--- config.mk ---
export PLATFORM = sky130hd
export DESIGN_NAME = hazard_ctrl_flat
export DESIGN_NICKNAME = d
export VERILOG_FILES = /design/src/rtl/hazard_ctrl_if.sv /design/src/rtl/hazard_ctrl.sv /design/src/flat_wrapper.sv
export SDC_FILE = /design/constraint.sdc
export NUM_CORES = 1
export LEC_CHECK = 0
export CORE_AREA = 4 4 134 104
export DETAILED_ROUTE_END_ITERATION = 7
export DIE_AREA = 0 0 138 108
export HOLD_SLACK_MARGIN = 0.02
export PLACE_DENSITY_LB_ADDON = 0.15
export SYNTH_ARGS = -nofsm -noshare
export SYNTH_HDL_FRONTEND = slang
export SYNTH_SLANG_ARGS = --single-unit
--- constraint.sdc ---
create_clock -name clk -period 4.45 [get_ports clk]
set_input_delay 0.89 -clock clk [delete_from_list [all_inputs] [get_ports clk]]
set_output_delay 0.89 -clock clk [all_outputs]
set_load 0.02 [all_outputs]
--- src/rtl/hazard_ctrl_if.sv ---
// Pipeline-control bundle between the LEGv8 datapath and hazard_ctrl.
// The datapath side (master) supplies stage register/control fields and the
// memory handshake; hazard_ctrl (slave) returns enables, flushes, forwarding
// selects, freeze and the performance counters.
interface hazard_ctrl_if #(
   parameter int RA_W  = 5,
   parameter int CNT_W = 32
);
   // ID / EX / MEM / WB register fields
   logic [RA_W-1:0]  id_rn;
   logic [RA_W-1:0]  id_rm;
   logic             id_uses_rm;
   logic [RA_W-1:0]  ex_rn;
   logic [RA_W-1:0]  ex_rm;
   logic [RA_W-1:0]  ex_rd;
   logic             ex_memRead;
   logic [RA_W-1:0]  mem_rd;
   logic             mem_regWrite;
   logic [RA_W-1:0]  wb_rd;
   logic             wb_regWrite;
   // data-memory handshake and branch resolution
   logic             mem_access;
   logic             dm_ready;
   logic             branch_taken;
   // control outputs
   logic [1:0]       fwA;
   logic [1:0]       fwB;
   logic             PC_writeEnable;
   logic             IF_ID_writeEnable;
   logic             ID_EX_bubble;
   logic             flush_IF_ID;
   logic             flush_ID_EX;
   logic             flush_EX_MEM;
   logic             freeze;
   logic             hazard;
   logic             mem_timeout;
   logic [CNT_W-1:0] stall_cnt;
   logic [CNT_W-1:0] flush_cnt;
   logic [CNT_W-1:0] wait_cnt;

   modport master (
      output id_rn, id_rm, id_uses_rm, ex_rn, ex_rm, ex_rd, ex_memRead,
             mem_rd, mem_regWrite, wb_rd, wb_regWrite,
             mem_access, dm_ready, branch_taken,
      input  fwA, fwB, PC_writeEnable, IF_ID_writeEnable, ID_EX_bubble,
             flush_IF_ID, flush_ID_EX, flush_EX_MEM, freeze, hazard,
             mem_timeout, stall_cnt, flush_cnt, wait_cnt
   );

   modport slave (
      input  id_rn, id_rm, id_uses_rm, ex_rn, ex_rm, ex_rd, ex_memRead,
             mem_rd, mem_regWrite, wb_rd, wb_regWrite,
             mem_access, dm_ready, branch_taken,
      output fwA, fwB, PC_writeEnable, IF_ID_writeEnable, ID_EX_bubble,
             flush_IF_ID, flush_ID_EX, flush_EX_MEM, freeze, hazard,
             mem_timeout, stall_cnt, flush_cnt, wait_cnt
   );
endinterface

--- src/rtl/hazard_ctrl.sv ---
// Hazard and pipeline-control unit for the five-stage LEGv8 core:
// EX operand forwarding, load-use stall, taken-branch flush, data-memory
// wait-state freeze with timeout fault, and saturating performance counters.
module hazard_ctrl #(
   parameter int RA_W     = 5,
   parameter int ZERO_REG = 31,
   parameter int MAX_WAIT = 15,
   parameter int CNT_W    = 32
) (
   input logic           clk,
   input logic           reset,
   hazard_ctrl_if.slave  hif
);
   localparam int unsigned     WW = $clog2(MAX_WAIT + 1);
   localparam logic [RA_W-1:0] ZR = RA_W'(ZERO_REG);

   typedef enum logic [1:0] {S_RUN, S_WAIT, S_FAULT} state_t;

   state_t           state_q, state_d;
   logic [WW-1:0]    wait_q, wait_d;
   logic             mem_timeout_q;
   logic [CNT_W-1:0] stall_q, stall_d;
   logic [CNT_W-1:0] flush_q, flush_d;
   logic [CNT_W-1:0] waitc_q, waitc_d;

   logic lu;
   logic mem_stall;
   logic freeze_c;

   // Forwarding selects: EX/MEM result wins over MEM/WB; XZR never forwards.
   always_comb begin
      hif.fwA = 2'b00;
      if (hif.ex_rn != ZR && hif.mem_regWrite && hif.mem_rd == hif.ex_rn)
         hif.fwA = 2'b10;
      else if (hif.ex_rn != ZR && hif.wb_regWrite && hif.wb_rd == hif.ex_rn)
         hif.fwA = 2'b01;
      hif.fwB = 2'b00;
      if (hif.ex_rm != ZR && hif.mem_regWrite && hif.mem_rd == hif.ex_rm)
         hif.fwB = 2'b10;
      else if (hif.ex_rm != ZR && hif.wb_regWrite && hif.wb_rd == hif.ex_rm)
         hif.fwB = 2'b01;
   end

   // Pipeline enables/flushes with priority freeze > branch > load-use.
   always_comb begin
      lu = hif.ex_memRead && hif.ex_rd != ZR &&
           (hif.ex_rd == hif.id_rn || (hif.id_uses_rm && hif.ex_rd == hif.id_rm));
      mem_stall = hif.mem_access && !hif.dm_ready;
      freeze_c  = mem_stall || state_q == S_FAULT;

      hif.PC_writeEnable    = 1'b1;
      hif.IF_ID_writeEnable = 1'b1;
      hif.ID_EX_bubble      = 1'b0;
      hif.flush_IF_ID       = 1'b0;
      hif.flush_ID_EX       = 1'b0;
      hif.flush_EX_MEM      = 1'b0;
      hif.freeze            = freeze_c;
      hif.hazard            = lu;

      if (freeze_c) begin
         hif.PC_writeEnable    = 1'b0;
         hif.IF_ID_writeEnable = 1'b0;
      end else if (hif.branch_taken) begin
         hif.flush_IF_ID  = 1'b1;
         hif.flush_ID_EX  = 1'b1;
         hif.flush_EX_MEM = 1'b1;
      end else if (lu) begin
         hif.PC_writeEnable    = 1'b0;
         hif.IF_ID_writeEnable = 1'b0;
         hif.ID_EX_bubble      = 1'b1;
      end
   end

   // Memory wait FSM. wait_q counts frozen cycles of the current access,
   // including the RUN cycle that started it, so MAX_WAIT+1 frozen cycles
   // lead to FAULT.
   always_comb begin
      state_d = state_q;
      wait_d  = wait_q;
      unique case (state_q)
         S_RUN: begin
            wait_d = '0;
            if (mem_stall) begin
               state_d = S_WAIT;
               wait_d  = WW'(1);
            end
         end
         S_WAIT: begin
            if (!mem_stall) begin
               state_d = S_RUN;
               wait_d  = '0;
            end else if (wait_q == WW'(MAX_WAIT)) begin
               state_d = S_FAULT;
            end else begin
               wait_d = wait_q + WW'(1);
            end
         end
         S_FAULT: begin
            state_d = S_FAULT;
         end
         default: begin
            state_d = S_RUN;
            wait_d  = '0;
         end
      endcase
   end

   // Saturating performance counter next values.
   always_comb begin
      stall_d = stall_q;
      flush_d = flush_q;
      waitc_d = waitc_q;
      if (lu && !freeze_c && !hif.branch_taken && stall_q != '1)
         stall_d = stall_q + CNT_W'(1);
      if (hif.branch_taken && !freeze_c && flush_q != '1)
         flush_d = flush_q + CNT_W'(1);
      if (freeze_c && waitc_q != '1)
         waitc_d = waitc_q + CNT_W'(1);
   end

   // State, wait counter, sticky fault flag and counters.
   always_ff @(posedge clk) begin
      if (reset) begin
         state_q       <= S_RUN;
         wait_q        <= '0;
         mem_timeout_q <= 1'b0;
         stall_q       <= '0;
         flush_q       <= '0;
         waitc_q       <= '0;
      end else begin
         state_q       <= state_d;
         wait_q        <= wait_d;
         mem_timeout_q <= mem_timeout_q || state_d == S_FAULT;
         stall_q       <= stall_d;
         flush_q       <= flush_d;
         waitc_q       <= waitc_d;
      end
   end

   assign hif.mem_timeout = mem_timeout_q;
   assign hif.stall_cnt   = stall_q;
   assign hif.flush_cnt   = flush_q;
   assign hif.wait_cnt    = waitc_q;
endmodule
--- src/flat_wrapper.sv ---
// flat-port wrapper written by rule: the top's interface ports become plain ports
module hazard_ctrl_flat 
#(
   parameter int RA_W     = 5,
   parameter int ZERO_REG = 31,
   parameter int MAX_WAIT = 15,
   parameter int CNT_W    = 32
)
  (clk, reset, hif_id_rn, hif_id_rm, hif_id_uses_rm, hif_ex_rn, hif_ex_rm, hif_ex_rd, hif_ex_memRead, hif_mem_rd, hif_mem_regWrite, hif_wb_rd, hif_wb_regWrite, hif_mem_access, hif_dm_ready, hif_branch_taken, hif_fwA, hif_fwB, hif_PC_writeEnable, hif_IF_ID_writeEnable, hif_ID_EX_bubble, hif_flush_IF_ID, hif_flush_ID_EX, hif_flush_EX_MEM, hif_freeze, hif_hazard, hif_mem_timeout, hif_stall_cnt, hif_flush_cnt, hif_wait_cnt);
  hazard_ctrl_if #(.RA_W(RA_W), .CNT_W(CNT_W)) hif_i ();
  input logic clk;
  input logic reset;
  input wire logic [$bits(hif_i.id_rn)-1:0] hif_id_rn;
  input wire logic [$bits(hif_i.id_rm)-1:0] hif_id_rm;
  input wire logic [$bits(hif_i.id_uses_rm)-1:0] hif_id_uses_rm;
  input wire logic [$bits(hif_i.ex_rn)-1:0] hif_ex_rn;
  input wire logic [$bits(hif_i.ex_rm)-1:0] hif_ex_rm;
  input wire logic [$bits(hif_i.ex_rd)-1:0] hif_ex_rd;
  input wire logic [$bits(hif_i.ex_memRead)-1:0] hif_ex_memRead;
  input wire logic [$bits(hif_i.mem_rd)-1:0] hif_mem_rd;
  input wire logic [$bits(hif_i.mem_regWrite)-1:0] hif_mem_regWrite;
  input wire logic [$bits(hif_i.wb_rd)-1:0] hif_wb_rd;
  input wire logic [$bits(hif_i.wb_regWrite)-1:0] hif_wb_regWrite;
  input wire logic [$bits(hif_i.mem_access)-1:0] hif_mem_access;
  input wire logic [$bits(hif_i.dm_ready)-1:0] hif_dm_ready;
  input wire logic [$bits(hif_i.branch_taken)-1:0] hif_branch_taken;
  output wire logic [$bits(hif_i.fwA)-1:0] hif_fwA;
  output wire logic [$bits(hif_i.fwB)-1:0] hif_fwB;
  output wire logic [$bits(hif_i.PC_writeEnable)-1:0] hif_PC_writeEnable;
  output wire logic [$bits(hif_i.IF_ID_writeEnable)-1:0] hif_IF_ID_writeEnable;
  output wire logic [$bits(hif_i.ID_EX_bubble)-1:0] hif_ID_EX_bubble;
  output wire logic [$bits(hif_i.flush_IF_ID)-1:0] hif_flush_IF_ID;
  output wire logic [$bits(hif_i.flush_ID_EX)-1:0] hif_flush_ID_EX;
  output wire logic [$bits(hif_i.flush_EX_MEM)-1:0] hif_flush_EX_MEM;
  output wire logic [$bits(hif_i.freeze)-1:0] hif_freeze;
  output wire logic [$bits(hif_i.hazard)-1:0] hif_hazard;
  output wire logic [$bits(hif_i.mem_timeout)-1:0] hif_mem_timeout;
  output wire logic [$bits(hif_i.stall_cnt)-1:0] hif_stall_cnt;
  output wire logic [$bits(hif_i.flush_cnt)-1:0] hif_flush_cnt;
  output wire logic [$bits(hif_i.wait_cnt)-1:0] hif_wait_cnt;
  assign hif_i.id_rn = hif_id_rn;
  assign hif_i.id_rm = hif_id_rm;
  assign hif_i.id_uses_rm = hif_id_uses_rm;
  assign hif_i.ex_rn = hif_ex_rn;
  assign hif_i.ex_rm = hif_ex_rm;
  assign hif_i.ex_rd = hif_ex_rd;
  assign hif_i.ex_memRead = hif_ex_memRead;
  assign hif_i.mem_rd = hif_mem_rd;
  assign hif_i.mem_regWrite = hif_mem_regWrite;
  assign hif_i.wb_rd = hif_wb_rd;
  assign hif_i.wb_regWrite = hif_wb_regWrite;
  assign hif_i.mem_access = hif_mem_access;
  assign hif_i.dm_ready = hif_dm_ready;
  assign hif_i.branch_taken = hif_branch_taken;
  assign hif_fwA = hif_i.fwA;
  assign hif_fwB = hif_i.fwB;
  assign hif_PC_writeEnable = hif_i.PC_writeEnable;
  assign hif_IF_ID_writeEnable = hif_i.IF_ID_writeEnable;
  assign hif_ID_EX_bubble = hif_i.ID_EX_bubble;
  assign hif_flush_IF_ID = hif_i.flush_IF_ID;
  assign hif_flush_ID_EX = hif_i.flush_ID_EX;
  assign hif_flush_EX_MEM = hif_i.flush_EX_MEM;
  assign hif_freeze = hif_i.freeze;
  assign hif_hazard = hif_i.hazard;
  assign hif_mem_timeout = hif_i.mem_timeout;
  assign hif_stall_cnt = hif_i.stall_cnt;
  assign hif_flush_cnt = hif_i.flush_cnt;
  assign hif_wait_cnt = hif_i.wait_cnt;
  hazard_ctrl #(.RA_W(RA_W), .ZERO_REG(ZERO_REG), .MAX_WAIT(MAX_WAIT), .CNT_W(CNT_W)) u_core (.clk(clk), .reset(reset), .hif(hif_i));
endmodule
==> run summary <==
Post-synth EDFFs - 0
initial antenna violation count - 0
Startpoint Class - input pin
H-tree levels - 3
I/O Buffers - 152
Hold Path Class - reg -> reg
core area - 0.01270 sq mm
root buf cell - clkbuf_16
met3 usage - 4.951%
gr busiest metal - met2
die height - 108 um
post-synthesis sequential area ratio - 37.18%
Slew Limit Fails - 0
GPL Wtd Cong - 0.9130
cell type of the slowest stage on the worst timing path - clkdlybuf4s50_1
grt met1 use - 25.93%
Fin Setup TNS - 0 ps
largest net degree at the start of global routing - 108
Routed wire per std cell - 15.03 um
initial core utilization - 43.67%
crit-path cells - clkdlybuf4s50_1 -> nand3_1 -> o21ai_0 -> nand2b_1 -> inv_1 -> a21oi_1 -> clkdlybuf4s50_1
Slew headroom - 26.04%
drt via density - 5.493
Detailed Routing Iterations Pass 1 - 5
drt drc - 0
clk slew on worst S/H paths - 70 ps
utilization after layout - 58.47%
Final Setup Violations - 0
Mapped Cells - 659
Max Root-Sink Buffers - 2
setup slack after layout - 291.9 ps
cts repair resizes - 0
Clock Sinks - 103
cts hold-fix bufs - 0
Skew-Pair Late Insertion Delay - 350 ps
GR Util met2 - 31.23%
GRT Util Overall - 19.38%
Filler Cells Inserted - 1159
area grow syn2layout - 33.90%
antenna violation net count after detailed routing - 0
final worst clock skew - 15.31 ps
CTS Buf Count - 9
overall power - 1.850 mW
CTS tree - yes
Peak Freq - 240.5 MHz
# rows - 36
Iter 0 DRT Violations - 325
Post-DP Area - 0.007133 sq mm
Die ar. - 0.01490 sq mm
Async S/R FF share, synth - 0%
crit path kind - in -> out
Post CTS Setup Buffer Count - 0
Critical Path Sink Type - output pin
worst slew pin tran - 1109 ps
fin crit period - 4158 ps
Finished Cell Area - 0.007427 sq mm
Slowest Stage Delay on Critical Path - 650 ps
global route overflow - 0
Final Cycle Share - 93.44%
mapped cell area - 0.005547 sq mm
DP Worst Slack - 298.7 ps
n_diodes - 0
Fin Hold WS - 482.0 ps
first-pass GRT wire length - 24.40 mm
DIE WIDTH - 138 um
Distinct cells, synth - 56
Power Dens Cells - 249.1 mW/mm^2
drt total wl - 14.67 mm
Inst Count DP - 960
Yosys reg bits - 103
DR vias - 5361
prevailing post-synth register cell - dfxtp_1
Synth area leaders - dfxtp_1 (37%), xnor2_1 (8.4%), nor2_1 (5.9%), xor2_1 (5.5%), nand4_1 (4.8%)
CP required - 3560 ps
RSZ-0062 raised after global routing - no
worst vdd ir - 0.2029 mV
number of primary I/O pins - 153
share of cells above drive strength 1 - 5.839%
final std cells w/o fill - 976
Mean Syn Cell Area - 8.417 sq um
post-detail-place hpwl - 10.72 mm
worst-path fanout max - 3
vias in the first global route - 4954
NumNets Final - 848
syn nets - 707
Ys Warns - 0
leak pwr - 2.405 nW
Critical Path AT - 3270 ps
area leader, netlist - dfxtp_1
endpoints failing hold - 0
status - complete, no violations
CP dominant cell by count - clkdlybuf4s50_1
max_cap viols - 0
post-synth top area share - 37.18%
-- cell type report --
class                   count  area (sq um)  area share (%)
clock buffers              10         229.0           3.083
clock inverters             6         65.06          0.8760
repair buffers            154          1534           20.65
well taps                 171         214.0           2.881
flip-flops and latches    103          2062           27.76
inverters                  15         56.30          0.7581
multi-input cells         517          3267           43.99
-- path summary, 6_finish.rpt --
kind | startpoint | end | slack [ps] | cells after the start
setup / recovery | hif_ex_rd[2] | hif_PC_writeEnable | 290 | 7
hold / removal | u_core.hif.mem_timeout$_SDFF_PP0_ | u_core.hif.mem_timeout$_SDFF_PP0_ | 480 | 2
setup reg to reg | u_core.hif.flush_cnt[0]$_SDFFE_PP0P_ | u_core.hif.flush_cnt[22]$_SDFFE_PP0P_ | 1990 | 6
hold reg to reg | u_core.hif.mem_timeout$_SDFF_PP0_ | u_core.hif.mem_timeout$_SDFF_PP0_ | 480 | 2
-- synthesized netlist by cell type, types with 3 or more instances --
library cell,instances
a211oi_1,3
a21oi_1,38
and3_1,14
and4_1,4
buf_4,5
buf_6,4
clkbuf_1,11
dfxtp_1,103
ha_1,4
inv_1,14
mux2_2,4
nand2_1,43
nand2b_1,3
nand3_1,45
nand4_1,43
nand4_2,3
nor2_1,87
nor2b_1,6
nor3_1,15
nor3_2,5
nor3b_1,3
nor4_1,18
o21ai_0,21
o31ai_1,10
or3_1,20
or4_1,11
xnor2_1,53
xor2_1,35
-- power breakdown --
part           total, mW  switching, mW  internal [mW]
Combinational      0.149         0.0741         0.0744
Clock              0.771          0.375          0.397
Sequential         0.930        0.00552          0.925
-- layer usage --
metal / up-vias / wire, um
li1: 2654 / -
met1: 2540 / 6900
met2: 149 / 6837
met3: 18 / 739
met4: 0 / 190
met5: - / 0
-- registers in the layout (all words and copies together), names as in the netlist --
register                cells
u_core.hif.flush_cnt       32
u_core.hif.stall_cnt       32
u_core.wait_q               4
u_core.hif.wait_cnt        32
u_core.state_q              2
u_core.hif.mem_timeout      1
-- critical path, delay by kind of cell --
kind            cells  cell delay, ps
buf+inv             3            1290
compound gates      2             780
simple gates        2             320
-- layout by cell type, fill, tap and decap left out, types with 2 or more instances in the layout --
| cell | instances |
|---|---|
| nand4_2 | 3 |
| nand4_1 | 43 |
| o21ai_0 | 21 |
| dfxtp_1 | 103 |
| nor2_1 | 87 |
| nor4_1 | 18 |
| and4_1 | 4 |
| and3_1 | 14 |
| clkbuf_16 | 9 |
| mux2_2 | 4 |
| nor3_1 | 15 |
| clkinv_4 | 2 |
| a211oi_1 | 3 |
| nand2_1 | 43 |
| buf_4 | 3 |
| and2_1 | 2 |
| xor2_1 | 35 |
| nand2b_1 | 3 |
| clkdlybuf4s50_1 | 151 |
| nor2b_1 | 6 |
| or4_1 | 11 |
| a31oi_1 | 2 |
| o31ai_1 | 10 |
| xnor2_1 | 53 |
| inv_1 | 14 |
| inv_8 | 2 |
| and4_2 | 2 |
| nor3b_1 | 3 |
| a21oi_1 | 38 |
| or3_1 | 20 |
| mux2i_1 | 2 |
| nor3_2 | 5 |
| nand3_1 | 45 |
| ha_1 | 4 |
-- cell families after synthesis --
kind of cell               share of synthesized area (%)
AOI/OAI and AO/OA                                  8.911
and+or+nand+nor                                    34.02
buffers and inverters                              3.925
adders and majority gates                         0.9024
DFF                                                37.18
xor gates and xnor gates                           13.90
muxes                                              1.173
(Power assumes the default switching activity.)
